## config.mk

```make
export PLATFORM = sky130hd
export DESIGN_NAME = fifo_wr_ptr_full
export DESIGN_NICKNAME = d
export VERILOG_FILES = /design/src/rtl/fifo_wr_ptr_full.sv
export SDC_FILE = /design/constraint.sdc
export NUM_CORES = 1
export LEC_CHECK = 0
export ABC_AREA = 1
export CAP_MARGIN = 40
export CORE_UTILIZATION = 30
export CTS_CLUSTER_SIZE = 24
export DETAILED_ROUTE_END_ITERATION = 6
export SLEW_MARGIN = 30
export SYNTH_ARGS = -nofsm -noshare
export SYNTH_HDL_FRONTEND = slang
export SYNTH_SLANG_ARGS = --single-unit
```

## constraint.sdc

```tcl
create_clock -name wr_clk -period 2.5 [get_ports wr_clk]
set_input_delay 0.25 -clock wr_clk [delete_from_list [all_inputs] [get_ports wr_clk]]
set_output_delay 0.25 -clock wr_clk [all_outputs]
set_load 0.05 [all_outputs]
```

## src/rtl/fifo_wr_ptr_full.sv

```systemverilog
// Write-side pointer/full control of the async FIFO: binary/Gray write pointer, 2-flop read-pointer
// synchronizer, registered full/level/overflow. Optional almost_full under FIFO_ALMOST_FULL_EN.
module fifo_wr_ptr_full #(
  parameter int unsigned ADDR_WIDTH   = 3,
  parameter int unsigned AFULL_THRESH = 6
) (
  input  logic                  wr_clk,
  input  logic                  wr_rst,
  input  logic                  wr_en,
  input  logic [ADDR_WIDTH:0]   rd_ptr_gray,
  output logic [ADDR_WIDTH-1:0] wr_addr,
  output logic [ADDR_WIDTH:0]   wr_ptr_gray,
  output logic                  full,
  output logic [ADDR_WIDTH:0]   wr_level,
  output logic                  almost_full,
  output logic                  wr_overflow
);

  localparam int unsigned PtrW  = ADDR_WIDTH + 1;
  localparam int unsigned Depth = 2 ** ADDR_WIDTH;

  // Out-of-range thresholds elaborate this empty block; it keeps the parameter referenced in
  // builds without the almost_full comparator.
  if (AFULL_THRESH < 1 || AFULL_THRESH > Depth) begin : g_afull_thresh_illegal
  end

  logic [PtrW-1:0] wbin_q, wbin_d;
  logic [PtrW-1:0] wgray_q, wgray_d;
  logic [PtrW-1:0] rq1_q, rq2_q;
  logic [PtrW-1:0] rbin_sync;
  logic [PtrW-1:0] level_q, level_d;
  logic            full_q, full_d;
  logic            ovf_q, ovf_d;
  logic            wr_inc;

  always_comb begin
    rbin_sync           = '0;
    rbin_sync[PtrW-1]   = rq2_q[PtrW-1];
    for (int i = int'(PtrW) - 2; i >= 0; i--) begin
      rbin_sync[i] = rbin_sync[i+1] ^ rq2_q[i];
    end
  end

  always_comb begin
    wr_inc  = wr_en & ~full_q;
    wbin_d  = wbin_q + {{(PtrW-1){1'b0}}, wr_inc};
    wgray_d = (wbin_d >> 1) ^ wbin_d;
    // Full when write pointer is exactly one lap ahead: top two Gray bits inverted, rest equal.
    full_d  = (wgray_d == {~rq2_q[PtrW-1:PtrW-2], rq2_q[PtrW-3:0]});
    level_d = wbin_d - rbin_sync;
    ovf_d   = ovf_q | (wr_en & full_q);
  end

  always_ff @(posedge wr_clk or posedge wr_rst) begin
    if (wr_rst) begin
      wbin_q  <= '0;
      wgray_q <= '0;
      rq1_q   <= '0;
      rq2_q   <= '0;
      level_q <= '0;
      full_q  <= 1'b0;
      ovf_q   <= 1'b0;
    end else begin
      wbin_q  <= wbin_d;
      wgray_q <= wgray_d;
      rq1_q   <= rd_ptr_gray;
      rq2_q   <= rq1_q;
      level_q <= level_d;
      full_q  <= full_d;
      ovf_q   <= ovf_d;
    end
  end

`ifdef FIFO_ALMOST_FULL_EN
  localparam logic [PtrW-1:0] AfullThr = PtrW'(AFULL_THRESH);

  logic afull_q, afull_d;

  always_comb begin
    afull_d = (level_d >= AfullThr);
  end

  always_ff @(posedge wr_clk or posedge wr_rst) begin
    if (wr_rst) begin
      afull_q <= 1'b0;
    end else begin
      afull_q <= afull_d;
    end
  end

  assign almost_full = afull_q;
`else
  assign almost_full = 1'b0;
`endif

  assign wr_addr     = wbin_q[ADDR_WIDTH-1:0];
  assign wr_ptr_gray = wgray_q;
  assign full        = full_q;
  assign wr_level    = level_q;
  assign wr_overflow = ovf_q;

endmodule

```

==> results.cfg, run 1 <==
[synthesis]
ys_seq_area_frac = 0.5570
synth-seq-cells = 21
yosysWarnings = 0
syn_area_um2 = 943.4
synth_top_area_share = 0.5570
syn_avg_cell_area_um2 = 10.04
synth.distinct_cells = 17
synth_top_area_cell = dfrtp_1
synth_fp_nets = 106
postSynthCellCount = 94
synth_area_leaders = dfrtp_1, nand2_1, nand3_1

[sta]
skew_ps = 2.857
fmax_ghz = 0.4991
fin_hold_ws_ps = 202.4
hold_viol_final = 0
fin_setup_tns_ps = 0
slew_headroom = 0.6680
min_period_ps = 2004
setup_viol = 0
rsz0062_at_grt = no
drv_slew = 0
post-route-period-util = 0.8015
max_slew.worst_pin.slew_ps = 496.4

[critical_path]
endpoint_kind = flop
startpoint = rq2_q[3]
critPathKind = reg2reg
arrival_ps = 2230
crit_family = XOR/XNOR gates
rr_endpoint = wr_level[2]
slowest_delay_ps = 440
crit_cells = 8
r2r_cells = 8
rrSetupSlack_ps = 500
cp_max_fo = 3
crit_chain = xnor2_2, xor2_2, xor2_1, ha_1, inv_1, fa_1, inv_1, xor2_1
cp_num_buf_inv = 2
crit_end = wr_level[2]
rr_startpoint = rq2_q[3]
cp.required_ps = 2730
critPathSlowestCell = dfrtp_1
start_kind = flop

[finish]
multi_input_area_um2 = 357.8
fin_util = 0.4245
area_growth_pct = 29.44
final_nets = 130
stdcell_count = 159
n_antenna_cell = 0
final-seq-area_um2 = 525.5
layout-drive-gt1-share = 0.1026
fillers = 292

[clock_network]
cts_made_buffers = 3
hold_buffers = 0
cts-root-buf = clkbuf_4
tritoncts = built
cts_buffer_depth = 2
postCtsSetupBuffers = 0
clock_latency_ps = 300
cts.sinks = 21
path_clk_slew_ps = 110
cts_resized = 0
cts_htree_levels = 1

[flow_run]
cap_violations = 0

[grt]
grt_pass1_vias = 651
grt_start_max_net_pins = 22
grt.total_usage = 0.1116
grt_pass1_wl_um = 2801
antenna_found_initial = 0
overflow = 0

[drt]
via_per_inst = 4.201
routed_wl_um = 1569
antenna_left = 0
drt_iter0_markers = 14
firstDrtPassIters = 4
drc = 0
vias = 668
wire_per_inst_um = 9.868

[worst_hold_path]
hold_class = in2async

[status]
outcome = finished clean

[floorplanning]
io_pins = 21
placeableCoreArea_um2 = 2877
initial_core_util = 0.3280
fp.dieW_um = 58.08
die_h_um = 58.08
rows = 19
die_area_um2 = 3373

[place]
gp_congestion = 0.8968
dp.cells = 154
portBuffers = 19
dpl.hpwl_um = 1198
## worst min-delay path by stage
stage	from	to	depth (start not counted)
4_1_cts	rq1_q[3]	rq2_q[3]	0
3_3_place_gp	rq1_q[1]	rq2_q[1]	0
6_report	wr_rst	rq2_q[1]	2
2_1_floorplan	wr_rst	full	1
5_1_grt	wr_rst	rq1_q[1]	2
3_5_place_dp	rq1_q[1]	rq2_q[1]	0
## stage by stage
stage | worst slack [ps] | instance area, um^2
floorplan | 436.3 | 943.4
global placement | 312.3 | 1179
detailed placement | 243.0 | 1179
CTS | 455.2 | 1206
global route | 320.2 | 1221
finish | 496.2 | 1221
## cell usage after synthesis
| library cell | number |
|---|---|
| dfrtp_1 | 21 |
| nand2_1 | 21 |
| nand3_1 | 15 |
| inv_1 | 14 |
| ha_1 | 4 |
| nand2_2 | 4 |
| xor2_1 | 3 |
| nand4_1 | 2 |
| nor2_1 | 2 |
| a21o_1 | 1 |
| a21oi_1 | 1 |
| buf_4 | 1 |
| conb_1 | 1 |
| fa_1 | 1 |
| nand2b_4 | 1 |
| xnor2_2 | 1 |
| xor2_2 | 1 |
## layer usage
| layer | wire (um) | global-route usage |
|---|---|---|
| met1 | 801 | 0.1583 |
| met2 | 672 | 0.1560 |
| met3 | 71 | 0.02679 |
| met4 | 24 | 0.06122 |
| met5 | 0 | 0 |
## area by class of cell
class / count / area share
sequential: 21 / 0.4303
clock inverter: 1 / 0.004098
clock buffer: 3 / 0.01844
multi-input combinational: 58 / 0.2930
tap: 42 / 0.04303
inverter: 14 / 0.04303
timing repair buffer: 20 / 0.1680
## worst register-to-register path: cells and delay by family, from the launching register on
kind	cells	cell delay (ps)
buffers and inverters	2	130
flip-flops	1	440
XOR/XNOR	4	850
adder cells (fa/ha/maj)	2	510
## registers in the layout, indices dropped and copies added (netlist names)
name	count
rq1_q	4
rq2_q	4
wbin_q	4
wr_level	4
wr_ptr_gray	3
full	1
wr_overflow	1
## layout by cell type (no fill, tap or decap)
master,n
nand2_1,21
a21oi_1,1
buf_8,1
inv_1,14
nand2b_4,1
ha_1,4
conb_1,1
clkbuf_4,3
a21o_1,1
dfrtp_1,21
nor2_1,2
clkdlybuf4s50_1,19
clkinv_2,1
fa_1,1
xor2_1,3
xor2_2,1
nand3_1,15
nand4_1,2
nand2_2,4
xnor2_2,1
## logic make-up (layout without fill, tap and decap cells)
kind of cell	count (synthesis)	in the layout	share of synthesized area
flops	21	21	0.5570
simple gates	45	45	0.2255
compound gates	2	2	0.01326
xor+xnor	5	5	0.06235
buf+inv	15	38	0.06366
other cells	1	1	0.003975
fa+ha+maj	5	5	0.07427
Power of run 1 is not shown: default switching activity piles up to over one toggle a cycle in this logic, so the estimate is an artifact.
==> inputs of run 2 (changes only) <==
Clock period 2.5 ns to 1.95 ns, I/O delays scaled along.
==> results.cfg, run 2 (synthesis gave the netlist of run 1 again) <==
[clock_network]
clock_latency_ps = 300
tritoncts = built
cts_made_buffers = 3
cts_buffer_depth = 2
cts-root-buf = clkbuf_4
path_clk_slew_ps = 110
cts.sinks = 21
cts_htree_levels = 1

[grt]
grt_start_max_net_pins = 12
antenna_found_initial = 0
grt.busiest_layer = met2
overflow = 0
grt_pass1_vias = 734
grt.total_usage = 0.1277
grt_use_met3 = 0.02232
use_met1 = 0.1700
global_route.usage.met2 = 0.2069
grt_pass1_wl_um = 3194

[critical_path]
cp_num_buf_inv = 2
start_kind = flop
slowest_delay_ps = 420
critPathKind = reg2reg
crit_family = XOR/XNOR gates
endpoint_kind = flop
critPathSlowestCell = dfrtp_1
arrival_ps = 2070
cp.required_ps = 2190
crit_chain = xnor2_2, xor2_2, xor2_1, ha_1, inv_1, fa_1, inv_1, xor2_1
cp_max_fo = 2

[sta]
fin_setup_tns_ps = 0
fmax_ghz = 0.5463
max_slew.worst_pin.slew_ps = 495.9
rsz0062_at_grt = yes
post-route-period-util = 0.9388
skew_ps = 2.391
hold_viol_final = 0
layout_setup_ws_ps = 119.4
setup_viol = 0
drv_slew = 0
min_period_ps = 1831
slew_headroom = 0.6684

[floorplanning]
placeableCoreArea_um2 = 2877
io_pins = 21
die_area_um2 = 3373
die_h_um = 58.08
fp.dieW_um = 58.08
rows = 19
initial_core_util = 0.3280

[drt]
vias = 725
via_per_inst = 4.240
drt_iter0_markers = 12
firstDrtPassIters = 4
antenna_left = 0
drc = 0
routed_wl_um = 1810
wire_per_inst_um = 10.58

[finish]
mostFrequentLayoutCells = nand2_1, clkdlybuf4s50_1, dfrtp_1
fin_util = 0.4563
stdcell_area_um2 = 1313
area_growth_pct = 39.12
fillers = 291
n_antenna_cell = 0
layout_commonest_cell = nand2_1
layout-drive-gt1-share = 0.2171
final_nets = 142

[place]
placed_cell_area_um2 = 1264
gp_congestion = 0.8430
dpl.hpwl_um = 1481
portBuffers = 19
dp_slack_ps = -128.5

[flow_run]
cap_violations = 0

[worst_hold_path]
hold_class = in2async

[status]
outcome = finished clean
[run 2: changes by cell type in the layout (fill, tap and decap cells not counted), sizes merged]
cell | before | now
clkinv | 1 | 0
buf | 1 | 13
clkbuf | 3 | 4
[run 2: layer usage]
layer  routed length (um)  part of all wire
met5                    0                 0
met4                   29             0.016
met3                   62             0.034
met2                  870              0.48
met1                  847              0.47
[run 2: path summary, 6_finish.rpt]
check                               start           to  slack (ps)  cells past startpoint
max                              rq2_q[2]  wr_level[2]         120                      8
min                                wr_rst     rq1_q[1]         150                      2
min reg2reg                      rq1_q[2]     rq2_q[2]         360                      0
max in group asynchronous          wr_rst    wbin_q[3]        1300                      3
max reg2reg                      rq2_q[2]  wr_level[2]         120                      8
min in group wr_clk        rd_ptr_gray[2]     rq1_q[2]         320                      1
[run 2: final cells by class]
| type | count | area, um^2 | share of cell area |
|---|---|---|---|
| Sequential cell | 21 | 528.0 | 0.4023 |
| Inverter | 14 | 52.55 | 0.04004 |
| Multi-Input combinational cell | 58 | 365.4 | 0.2784 |
| Tap cell | 42 | 52.55 | 0.04004 |
| Clock buffer | 4 | 26.28 | 0.02002 |
| Timing Repair Buffer | 32 | 287.8 | 0.2193 |
[run 2: what timing repair did]
action	4_1_cts	5_1_grt
hold buffers	0	0
setup endpoints to repair	0	3
buffers inserted	0	2
resized for setup	0	3
[run 2: worst reg2reg max path, cell delays in order, from the launching register on]
cell and delay [ps]:
dfrtp_1 420, xnor2_2 230, xor2_2 190, xor2_1 160, ha_1 150, inv_1 50
fa_1 350, inv_1 70, xor2_1 130
[run 2: metrics by stage]
| stage | hold slack, ps | std cells |
|---|---|---|
| 2_1_floorplan | 171.4 | 94 |
| 3_3_place_gp | 333.2 | 165 |
| 4_1_cts | 154.9 | 169 |
| 5_1_grt | 183.6 | 171 |
| 6_report | 151.3 | 171 |
| 3_5_place_dp | 337.8 | 165 |
Power of run 2 is left out for the same reason.
